===== src/rtl/bit_serial_adder_pkg.sv =====
// Shared definitions for the bit-serial adder: sequencer states and default width.
package bit_serial_adder_pkg;

    localparam int unsigned ADDER_WIDTH = 4;

    typedef enum logic [1:0] {
        ST_IDLE  = 2'd0,
        ST_SHIFT = 2'd1,
        ST_DONE  = 2'd2
    } state_e;

endpackage


===== src/rtl/bit_serial_adder_fa.sv =====
// One-bit full adder built from gate primitives; the serial adder's only datapath cell.
module fulladder_structural_description (
    input  logic a,
    input  logic b,
    input  logic cin,
    output logic s,
    output logic cout
);

    logic axb;
    logic gen;
    logic prop;

    xor u_x1 (axb, a, b);
    xor u_x2 (s, axb, cin);
    and u_a1 (gen, a, b);
    and u_a2 (prop, axb, cin);
    or  u_o1 (cout, gen, prop);

endmodule


===== src/rtl/bit_serial_adder.sv =====
// Bit-serial WIDTH-bit adder: loads operands on start, adds LSB first through one
// full adder with a registered carry, then publishes sum/cout with a done pulse.
module bit_serial_adder
    import bit_serial_adder_pkg::*;
#(
    parameter int unsigned WIDTH = ADDER_WIDTH
) (
    input  logic             clk,
    input  logic             rst,
    input  logic             start,
    input  logic [WIDTH-1:0] a,
    input  logic [WIDTH-1:0] b,
    input  logic             cin,
    output logic             busy,
    output logic             done,
    output logic [WIDTH-1:0] sum,
    output logic             cout
);

    localparam int unsigned CW = $clog2(WIDTH + 1);

    state_e           state_q, state_d;
    logic [WIDTH-1:0] a_sr_q, a_sr_d;
    logic [WIDTH-1:0] b_sr_q, b_sr_d;
    logic [WIDTH-1:0] sum_sr_q, sum_sr_d;
    logic [WIDTH-1:0] sum_q, sum_d;
    logic             c_q, c_d;
    logic             cout_q, cout_d;
    logic [CW-1:0]    cnt_q, cnt_d;

    logic             fa_s;
    logic             fa_cout;
    logic [WIDTH-1:0] sum_next;
    logic             last_bit;

    fulladder_structural_description u_fa (
        .a    (a_sr_q[0]),
        .b    (b_sr_q[0]),
        .cin  (c_q),
        .s    (fa_s),
        .cout (fa_cout)
    );

    // Shift-in form that stays legal when WIDTH == 1 (no [WIDTH-1:1] slice).
    assign sum_next = (sum_sr_q >> 1) | (WIDTH'(fa_s) << (WIDTH - 1));
    assign last_bit = (cnt_q == CW'(WIDTH - 1));

    always_comb begin
        state_d  = state_q;
        a_sr_d   = a_sr_q;
        b_sr_d   = b_sr_q;
        sum_sr_d = sum_sr_q;
        sum_d    = sum_q;
        c_d      = c_q;
        cout_d   = cout_q;
        cnt_d    = cnt_q;
        case (state_q)
            ST_IDLE, ST_DONE: begin
                if (start) begin
                    a_sr_d  = a;
                    b_sr_d  = b;
                    c_d     = cin;
                    cnt_d   = '0;
                    state_d = ST_SHIFT;
                end else begin
                    state_d = ST_IDLE;
                end
            end
            ST_SHIFT: begin
                a_sr_d   = a_sr_q >> 1;
                b_sr_d   = b_sr_q >> 1;
                c_d      = fa_cout;
                sum_sr_d = sum_next;
                if (last_bit) begin
                    // Counter parks at zero so it never reaches WIDTH.
                    cnt_d   = '0;
                    sum_d   = sum_next;
                    cout_d  = fa_cout;
                    state_d = ST_DONE;
                end else begin
                    cnt_d = cnt_q + CW'(1);
                end
            end
            default: state_d = ST_IDLE;
        endcase
    end

    always_ff @(posedge clk or posedge rst) begin
        if (rst) begin
            state_q  <= ST_IDLE;
            a_sr_q   <= '0;
            b_sr_q   <= '0;
            sum_sr_q <= '0;
            sum_q    <= '0;
            c_q      <= 1'b0;
            cout_q   <= 1'b0;
            cnt_q    <= '0;
        end else begin
            state_q  <= state_d;
            a_sr_q   <= a_sr_d;
            b_sr_q   <= b_sr_d;
            sum_sr_q <= sum_sr_d;
            sum_q    <= sum_d;
            c_q      <= c_d;
            cout_q   <= cout_d;
            cnt_q    <= cnt_d;
        end
    end

    assign busy = (state_q == ST_SHIFT);
    assign done = (state_q == ST_DONE);
    assign sum  = sum_q;
    assign cout = cout_q;

endmodule


===== config.mk =====
export PLATFORM = sky130hd
export DESIGN_NAME = bit_serial_adder
export DESIGN_NICKNAME = d
export VERILOG_FILES = /design/src/rtl/bit_serial_adder_pkg.sv /design/src/rtl/bit_serial_adder_fa.sv /design/src/rtl/bit_serial_adder.sv
export SDC_FILE = /design/constraint.sdc
export NUM_CORES = 1
export LEC_CHECK = 0
export ABC_AREA = 1
export BUFFER_PORTS_ARGS = -buffer_cell sky130_fd_sc_hd__buf_2
export CORE_MARGIN = 2
export CORE_UTILIZATION = 53
export CTS_CLUSTER_SIZE = 14
export DETAILED_ROUTE_END_ITERATION = 12
export HOLD_SLACK_MARGIN = 0.08
export PLACE_DENSITY = 0.88
export SLEW_MARGIN = 0
export SYNTH_ARGS = -nofsm -noshare
export SYNTH_HDL_FRONTEND = slang
export SYNTH_HIERARCHICAL = 1
export SYNTH_SLANG_ARGS = --single-unit
export TNS_END_PERCENT = 5

===== constraint.sdc =====
create_clock -name clk -period 1.7 [get_ports clk]
set_input_delay 0.255 -clock clk [delete_from_list [all_inputs] [get_ports clk]]
set_output_delay 0.255 -clock clk [all_outputs]
set_load 0.005 [all_outputs]

==> summary by stage, run 1 <==
Worst setup path
The data arrival at the endpoint of the critical path is 1.25 ns. On the critical path the largest part of the delay comes from flip-flops. STA classifies the critical path startpoint as a flip-flop. Traced cell by cell, the critical path runs through nand2_8 > inv_2 > buf_2.

The worst flop-to-flop path endpoint is c_q. The critical path in this run is classified as flip-flop to output pin. The largest single stage delay on the critical path is 0.54 ns. Of all nets on the critical path, the largest fanout is 15. The endpoint kind of the worst setup timing path is an output pin. Setup slack on the worst reg-to-reg path comes out at 0.47 ns. The startpoint of the lowest-slack register-to-register path is a_sr_q[0]. The number of buffers and inverters on the critical path is 2. The cell with the biggest individual delay on the critical path is sky130_fd_sc_hd__dfrtp_2. The worst register-to-register path has a depth of 5.

The required time reported for the critical path endpoint is 1.44 ns.

Layout
The number of inserted filler cells in the final layout is 170. The total area of multi-input combinational cells is 404 um^2. The growth of design area from synthesis to finish is 16.1%. Summing all flip-flop and latch instances after layout gives 552 um^2. 0 antenna diodes ended up in the layout.

After the flow finishes, the layout carries non-filler instances totaling 178. In the final layout, the share of cells above drive strength 1 is 0.219. The number of nets at the end of the flow is 166.

Place
Once placement completed, the tool counted placed cells totaling roughly 170. During placement, the flow inserted port buffers numbering 18. Detailed placement finished with a half-perimeter wire length of roughly 1.4 mm. At the end of routability-driven placement, the weighted congestion stood at between 0.8 and 0.9.

STA
The worst pin sits at a relative slew slack of 0.818. In the finished design, the share of the clock period the worst path needs comes to 0.886. The transition time of the tightest slew-check pin is ~0.27 ns. Setup repair after global routing left no endpoint under its margin. The highest clock rate is 664 MHz.

The final number of max-transition violations came to 0. The smallest clock period supported by the final layout is computed as 1.51 ns. The number of hold-slack violations in the final timing report is 0. The tightest hold path in the finished design has a slack of 0.150 ns. The final clock skew is 0.00132 ns.

The setup total negative slack is 0 ns. The setup-violating endpoint count in the final report is 0.

CTS
In this run the number of H-tree levels came out at 1. For this design, the sink count on the clock tree is 22. The TritonCTS buffer count is 3. Clock-pin slew was measured on the worst setup and hold paths at 0.12 ns. The TritonCTS clock tree is built. The tree is rooted in a sky130_fd_sc_hd__clkbuf_4. Buffers added to address setup during post-CTS repair amount to 0. No sink is reached through more buffers than the 2 on the longest clock path. The worst-skew pair later-pin latency is 0.31 ns.

Power
Dividing total power by cell area gives a power density of 1900 nW/um^2. The analysis attributes to net switching a power of 967 uW. The power share of the combinational group is 0.438. The analysis attributes to cell leakage a power of a little over 0.0007 uW. Of the total power, registers draw 0.396. The share of total power dissipated in the clock network is 0.167. The switching portion of total power is 0.408. Across the VDD grid, the largest voltage drop is 1280 uV.

The internal power is 1400 uW.

Global route
The global-route wire length before repair is 3.33 mm. The via count of the first global-routing pass is 804. Entering global routing, the biggest net connects 23 pins.

The global-route usage over all layers is 0.181. The sum of overflow across all layers after global routing is 0. The initial antenna violation count is 0.

Hold path
The path with the worst hold slack has its endpoint at a_sr_q[3]. The tightest min-delay check is of the primary input to flip-flop type. The origin of the worst min-delay path is a[3]. The worst hold path was traced through 3 stages.

Job
The number of max-cap violations is 0.

Run status
The flow ran to the end, and the final reports show no timing, DRC or antenna violations.

Routing
The number of search-and-repair iterations in the first detailed-routing pass is 5. The detailed-route wire length is 1.93 mm. The total number of vias is approximately 840.

The detailed router finished its first iteration with 23 violations. In the routed layout, each cell is associated on average with a via count of around 4.7. The number of remaining DRC errors is 0.

Dividing the detail-routed wire length by the instance count gives 10.9 um. The count of nets left with antenna violations once routing finished came out at 0.

Floorplan
The die is 49.0 um tall. The width of the die is 49.0 um. For this configuration, the core starts out at a cell density of 0.553. The initialized floorplan defines 16 standard-cell rows.

The I/O pin count is 19. The floorplan step defined a core boundary enclosing 1940 um^2. The total die area is around 2400 um^2.

Logic synthesis
Yosys attributes the largest share of cell area to sky130_fd_sc_hd__dfrtp_1 (51%), sky130_fd_sc_hd__nand2_1 (18%), sky130_fd_sc_hd__inv_1 (7.0%). The most common cell in the synthesized netlist is sky130_fd_sc_hd__nand2_1. Counting flops and latches in the post-synthesis netlist gives 22. The cell taking the most area after synthesis is sky130_fd_sc_hd__dfrtp_1. The number of nets in the synthesized netlist is 143. The count of flip-flops with a built-in enable after synthesis is 0.

In this run the cell area of the synthesized design comes to around 1100 um^2. The count of distinct cell types in the synthesized netlist is 18. For this run, the number of Yosys warnings is 6. Synthesis produced a netlist whose cell count is ~130.

The commonest cells after synthesis are sky130_fd_sc_hd__nand2_1 (51), sky130_fd_sc_hd__dfrtp_1 (22), sky130_fd_sc_hd__inv_1 (20). The proportion of synthesized flip-flops having asynchronous set or reset is 1.00. The share of synthesized area in the top cell type comes to 0.512.

After synthesis, the mean cell area works out to between 8 and 9 um^2. Among all flip-flop cells after synthesis, the most frequent one is sky130_fd_sc_hd__dfrtp_1. The sequential cell area fraction in the yosys report is 0.512.
per-stage QoR:
step	power, uW	area, um^2	utilization	setup WS, ns
floorplan	1760	1070	-	0.543
global placement	1930	1180	0.610	0.470
detailed placement	1980	1180	0.610	0.433
CTS	2390	1250	0.642	0.0397
global route	2590	1250	0.642	0.113
finish	2370	1250	0.642	0.194
worst min-delay path, stage by stage:
cell	delay, ns
sky130_fd_sc_hd__buf_2	0.07
sky130_fd_sc_hd__nand2_1	0.04
sky130_fd_sc_hd__o21ai_1	0.06
power groups by stage:
stage | combinational, uW | clock, uW | sequential [uW]
floorplan | 879 | 0 | 883
global placement | 1000 | 0 | 925
detailed placement | 1040 | 0 | 945
CTS | 1050 | 408 | 938
global route | 1190 | 434 | 972
finish | 1040 | 395 | 938
per-layer routing:
metal  part of all wire  wire length, um  track usage
met1               0.42              811        0.220
met2               0.49              956        0.306
met3              0.071              137       0.0552
met4              0.013               26       0.0619
met5                  0                0            0
worst max-delay path by stage:
stage               startpoint  endpoint  depth (start not counted)
finish              state_q[0]      busy                          3
global route        state_q[1]      busy                          4
CTS                 state_q[0]      busy                          3
detailed placement  state_q[0]      busy                          3
global placement    state_q[0]      busy                          3
floorplan            a_sr_q[0]       c_q                          5
final cells by class:
class,count,area share
Multi-Input combinational cell,81,0.324
Inverter,24,0.0782
Timing Repair Buffer,20,0.0863
Clock inverter,1,0.0241
Sequential cell,22,0.442
Clock buffer,3,0.0181
Tap cell,27,0.0271
sequential cells by signal (all words and copies together), names as in the netlist:
register	count
a_sr_q	4
sum	4
c_q	1
sum_sr_q	3
b_sr_q	4
cout	1
state_q	2
cnt_q	3
cell usage in the layout (no fill, tap or decap), types with 2 or more instances in the layout:
cell type	instances
sky130_fd_sc_hd__buf_2	18
sky130_fd_sc_hd__clkbuf_4	3
sky130_fd_sc_hd__dfrtp_1	21
sky130_fd_sc_hd__inv_1	20
sky130_fd_sc_hd__inv_2	2
sky130_fd_sc_hd__nand2_1	51
sky130_fd_sc_hd__nand2_8	2
sky130_fd_sc_hd__nand3_1	14
sky130_fd_sc_hd__nor2_1	3
sky130_fd_sc_hd__o21ai_1	4
repair_timing:
| action | CTS | global route |
|---|---|---|
| hold buffers | 1 | 0 |
| setup endpoints to repair | 0 | 1 |
| resized for setup | 0 | 1 |
| endpoints found under the hold margin | 22 | 0 |
logic make-up (layout without fill, tap and decap cells):
logic type | after synthesis | in the layout | synth area share
DFF | 22 | 22 | 0.512
adders and majority gates | 2 | 2 | 0.0303
and+or+nand+nor | 73 | 73 | 0.318
buffers and inverters | 26 | 48 | 0.112
AOI/OAI and AO/OA | 6 | 6 | 0.0279
No activity file was read; power rests on OpenSTA's default activity.
==> run 2: changes to the inputs <==
--- a/config.mk
+++ b/config.mk
@@ -9,6 +9,7 @@
 export BUFFER_PORTS_ARGS = -buffer_cell sky130_fd_sc_hd__buf_2
 export CORE_MARGIN = 2
 export CORE_UTILIZATION = 53
+export CTS_CLUSTER_DIAMETER = 150
 export CTS_CLUSTER_SIZE = 14
 export DETAILED_ROUTE_END_ITERATION = 12
 export HOLD_SLACK_MARGIN = 0.08
==> constraint.sdc (replaced) <==
create_clock -name clk -period 1.7 [get_ports clk]
set_input_delay 0.255 -clock clk [delete_from_list [all_inputs] [get_ports clk]]
set_output_delay 0.255 -clock clk [all_outputs]
set_load 0.01 [all_outputs]
==> run 2 against run 1 <==
Against the previous run: clock power fell by 30%; count of clock-buffer cells in the layout increased by 1; sequential cell count did not move; largest cell class unchanged.
==> summary by stage, run 2 (synthesis results as in run 1) <==
CTS
TritonCTS created 3 clock buffers. The longest clock path from root to sink contains 2 buffers. The worst-skew pair later-pin latency is 0.30 ns. CTS placed an instance of sky130_fd_sc_hd__clkbuf_4 at the clock tree root.

The number of levels in the clock H-tree is 1. The TritonCTS clock tree is built. The number of setup buffers added after CTS is 0. Clock-pin slew was measured on the worst setup and hold paths at 0.12 ns. The clock drives 22 sinks.

Hold path
In this run the worst hold path is classified as primary input to flip-flop. The cell depth of the worst hold path is 3. The origin of the worst min-delay path is b[3]. The worst hold path terminates at b_sr_q[3].

Place
Before CTS, the worst setup slack after placement is 0.418 ns. The routability-driven placement congestion ratio is just over 0.8. The total instance count after detailed placement is 173.

During placement, the flow inserted port buffers numbering 18. The detailed placer's ending HPWL is between 1 and 1.5 mm.

Layout
The growth of design area from synthesis to finish is 14.6%. Once layout is complete, the cells apart from fillers number about 180. The layout cell share with drive strength beyond 1 is 0.219. The most common library cell in the layout ignoring fill and taps is sky130_fd_sc_hd__nand2_1.

In the final design database the tool counted 166 nets. 0 antenna diodes ended up in the layout. Once layout is complete, the utilization of the core stands at 0.634. Counting the fill cells in the layout gives 190. The top cell types in the final layout, fill and taps aside, are sky130_fd_sc_hd__nand2_1 (51), sky130_fd_sc_hd__dfrtp_1 (21), sky130_fd_sc_hd__inv_1 (20).

Power
The power share of the combinational group is 0.469. Of the total power, the share spent switching nets is 0.429. The internal power is ~1300 uW. The share of total power in the clock network is 0.121. The fraction of power consumed by sequential logic is 0.410. The switching power is 978 uW. In this run the power density over the cells is 1850 nW/um^2. The peak supply drop is 1060 uV. In this run the static leakage power is 0.000708 uW.

Worst setup path
In this run the critical register-to-register path is launched from a_sr_q[0]. The flop-to-flop setup slack is 0.47 ns. Of all nets on the critical path, the largest fanout is 15.

The required time reported for the critical path endpoint is 1.44 ns. The endpoint kind of the worst setup timing path is an output pin. Data on the critical path arrives at its endpoint at 1.23 ns. STA classifies the critical path startpoint as a flip-flop. The worst setup path is of the flip-flop to output pin kind. The worst flop-to-flop path endpoint is c_q. The number of cells on the worst reg-to-reg path is 5.

STA
Dividing the final minimum period by the clock period gives 0.875. The setup-violating endpoint count in the final report is 0. For the pin with the worst max-slew slack, the measured transition is 0.269 ns.

Clock skew on the completed layout was measured at 0.00745 ns. The clock period minus final worst setup slack is 1.49 ns. The setup total negative slack is 0 ns. The final number of max-transition violations is 0. Setup slack on the critical path of the routed design comes to roughly 0.21 ns. The number of hold-slack violations in the final timing report was 0. Setup repair after global routing left no endpoint under its margin. The max-slew headroom at the worst pin is 0.821. Based on the critical path, the design can be clocked at up to ~670 MHz.

Routing
The number of violations reported at the end of detailed-routing iteration 0 is 11. The residual antenna-violating net count after detailed routing is 0. The number of vias per cell is 4.72. The routed design has 1.87 mm of wire. In the routed design, unresolved DRC markers number 0.

The number of search-and-repair iterations in the first detailed-routing pass is 4. The total number of vias is approximately 840. The detail-routed net length per standard cell is 10.5 um.

Global route
The global-route wire length before repair is 3.17 mm. In the global route stage, overall resource usage came out at 0.173. The via count of the first global-routing pass is 754. The initial antenna violation count is 0. Entering global routing, the biggest net connects 23 pins. The total overflow left after global routing is 0.

Run status
The flow ran to the end, and the final reports show no timing, DRC or antenna violations.

Floorplan
The width of the die is 49.0 um. The floorplan step set the die height to 49.0 um. The starting density of the core is 0.553. The floorplan step defined a die boundary enclosing 2400 um^2.

The area inside the core boundary is around 1900 um^2. After floorplanning, the core was divided into 16 placement rows. 19 I/O pins were placed.

Job
Max-cap violations in this run came to 0.
[run 2: cell types whose count changed in the layout (fill, tap and decap cells not counted), sizes merged]
cell    previous run  this run
bufinv             1         0
clkbuf             3         4
[run 2: cell type report]
cell class | instances | area [um^2] | share of cell area
Tap cell | 27 | 33.8 | 0.0274
Inverter | 24 | 97.6 | 0.0793
Sequential cell | 22 | 552 | 0.448
Clock buffer | 4 | 36.3 | 0.0295
Timing Repair Buffer | 20 | 108 | 0.0874
Multi-Input combinational cell | 81 | 404 | 0.328
[run 2: what timing repair did]
item,CTS,global route
endpoints found under the hold margin,22,0
hold buffers,1,0
gates resized for setup,0,1
setup endpoints to repair,0,1
[run 2: how the worst max path moves through the flow]
stage	from	end	slack (ns)	depth (start not counted)
final	state_q[0]	busy	0.21	3
after global routing	state_q[1]	busy	0.14	4
after CTS	state_q[0]	busy	0.07	3
after detailed placement	state_q[0]	busy	0.42	3
after global placement	state_q[0]	busy	0.45	3
after floorplan	a_sr_q[0]	c_q	0.54	5
[run 2: metal layers]
layer / up-vias / GRT usage / share of wire
met5: - / 0 / 0
met4: 0 / 0.0714 / 0.0091
met3: 2 / 0.0307 / 0.047
met2: 24 / 0.290 / 0.50
met1: 386 / 0.221 / 0.45
li1: 429 / - / -
[run 2: power groups by stage]
stage          clock network [uW]  logic (uW)  registers (uW)
2_1_floorplan                   0         885             903
3_3_place_gp                    0        1030             925
3_5_place_dp                    0        1080             944
4_1_cts                       285        1080             933
5_1_grt                       312        1230             963
6_report                      276        1070             935
[run 2: metrics by stage]
stage / cell area, um^2 / hold WS [ns] / total power (uW)
floorplan: 1070 / 0.244 / 1790
global placement: 1180 / 0.295 / 1960
detailed placement: 1180 / 0.306 / 2020
CTS: 1230 / 0.159 / 2300
global route: 1230 / 0.161 / 2500
finish: 1230 / 0.163 / 2280
[run 2: worst max-delay path: stages, from the launching register on]
cell                      delay (ns)
sky130_fd_sc_hd__dfrtp_2        0.53
sky130_fd_sc_hd__nand2_8        0.14
sky130_fd_sc_hd__inv_2          0.12
sky130_fd_sc_hd__buf_2          0.14
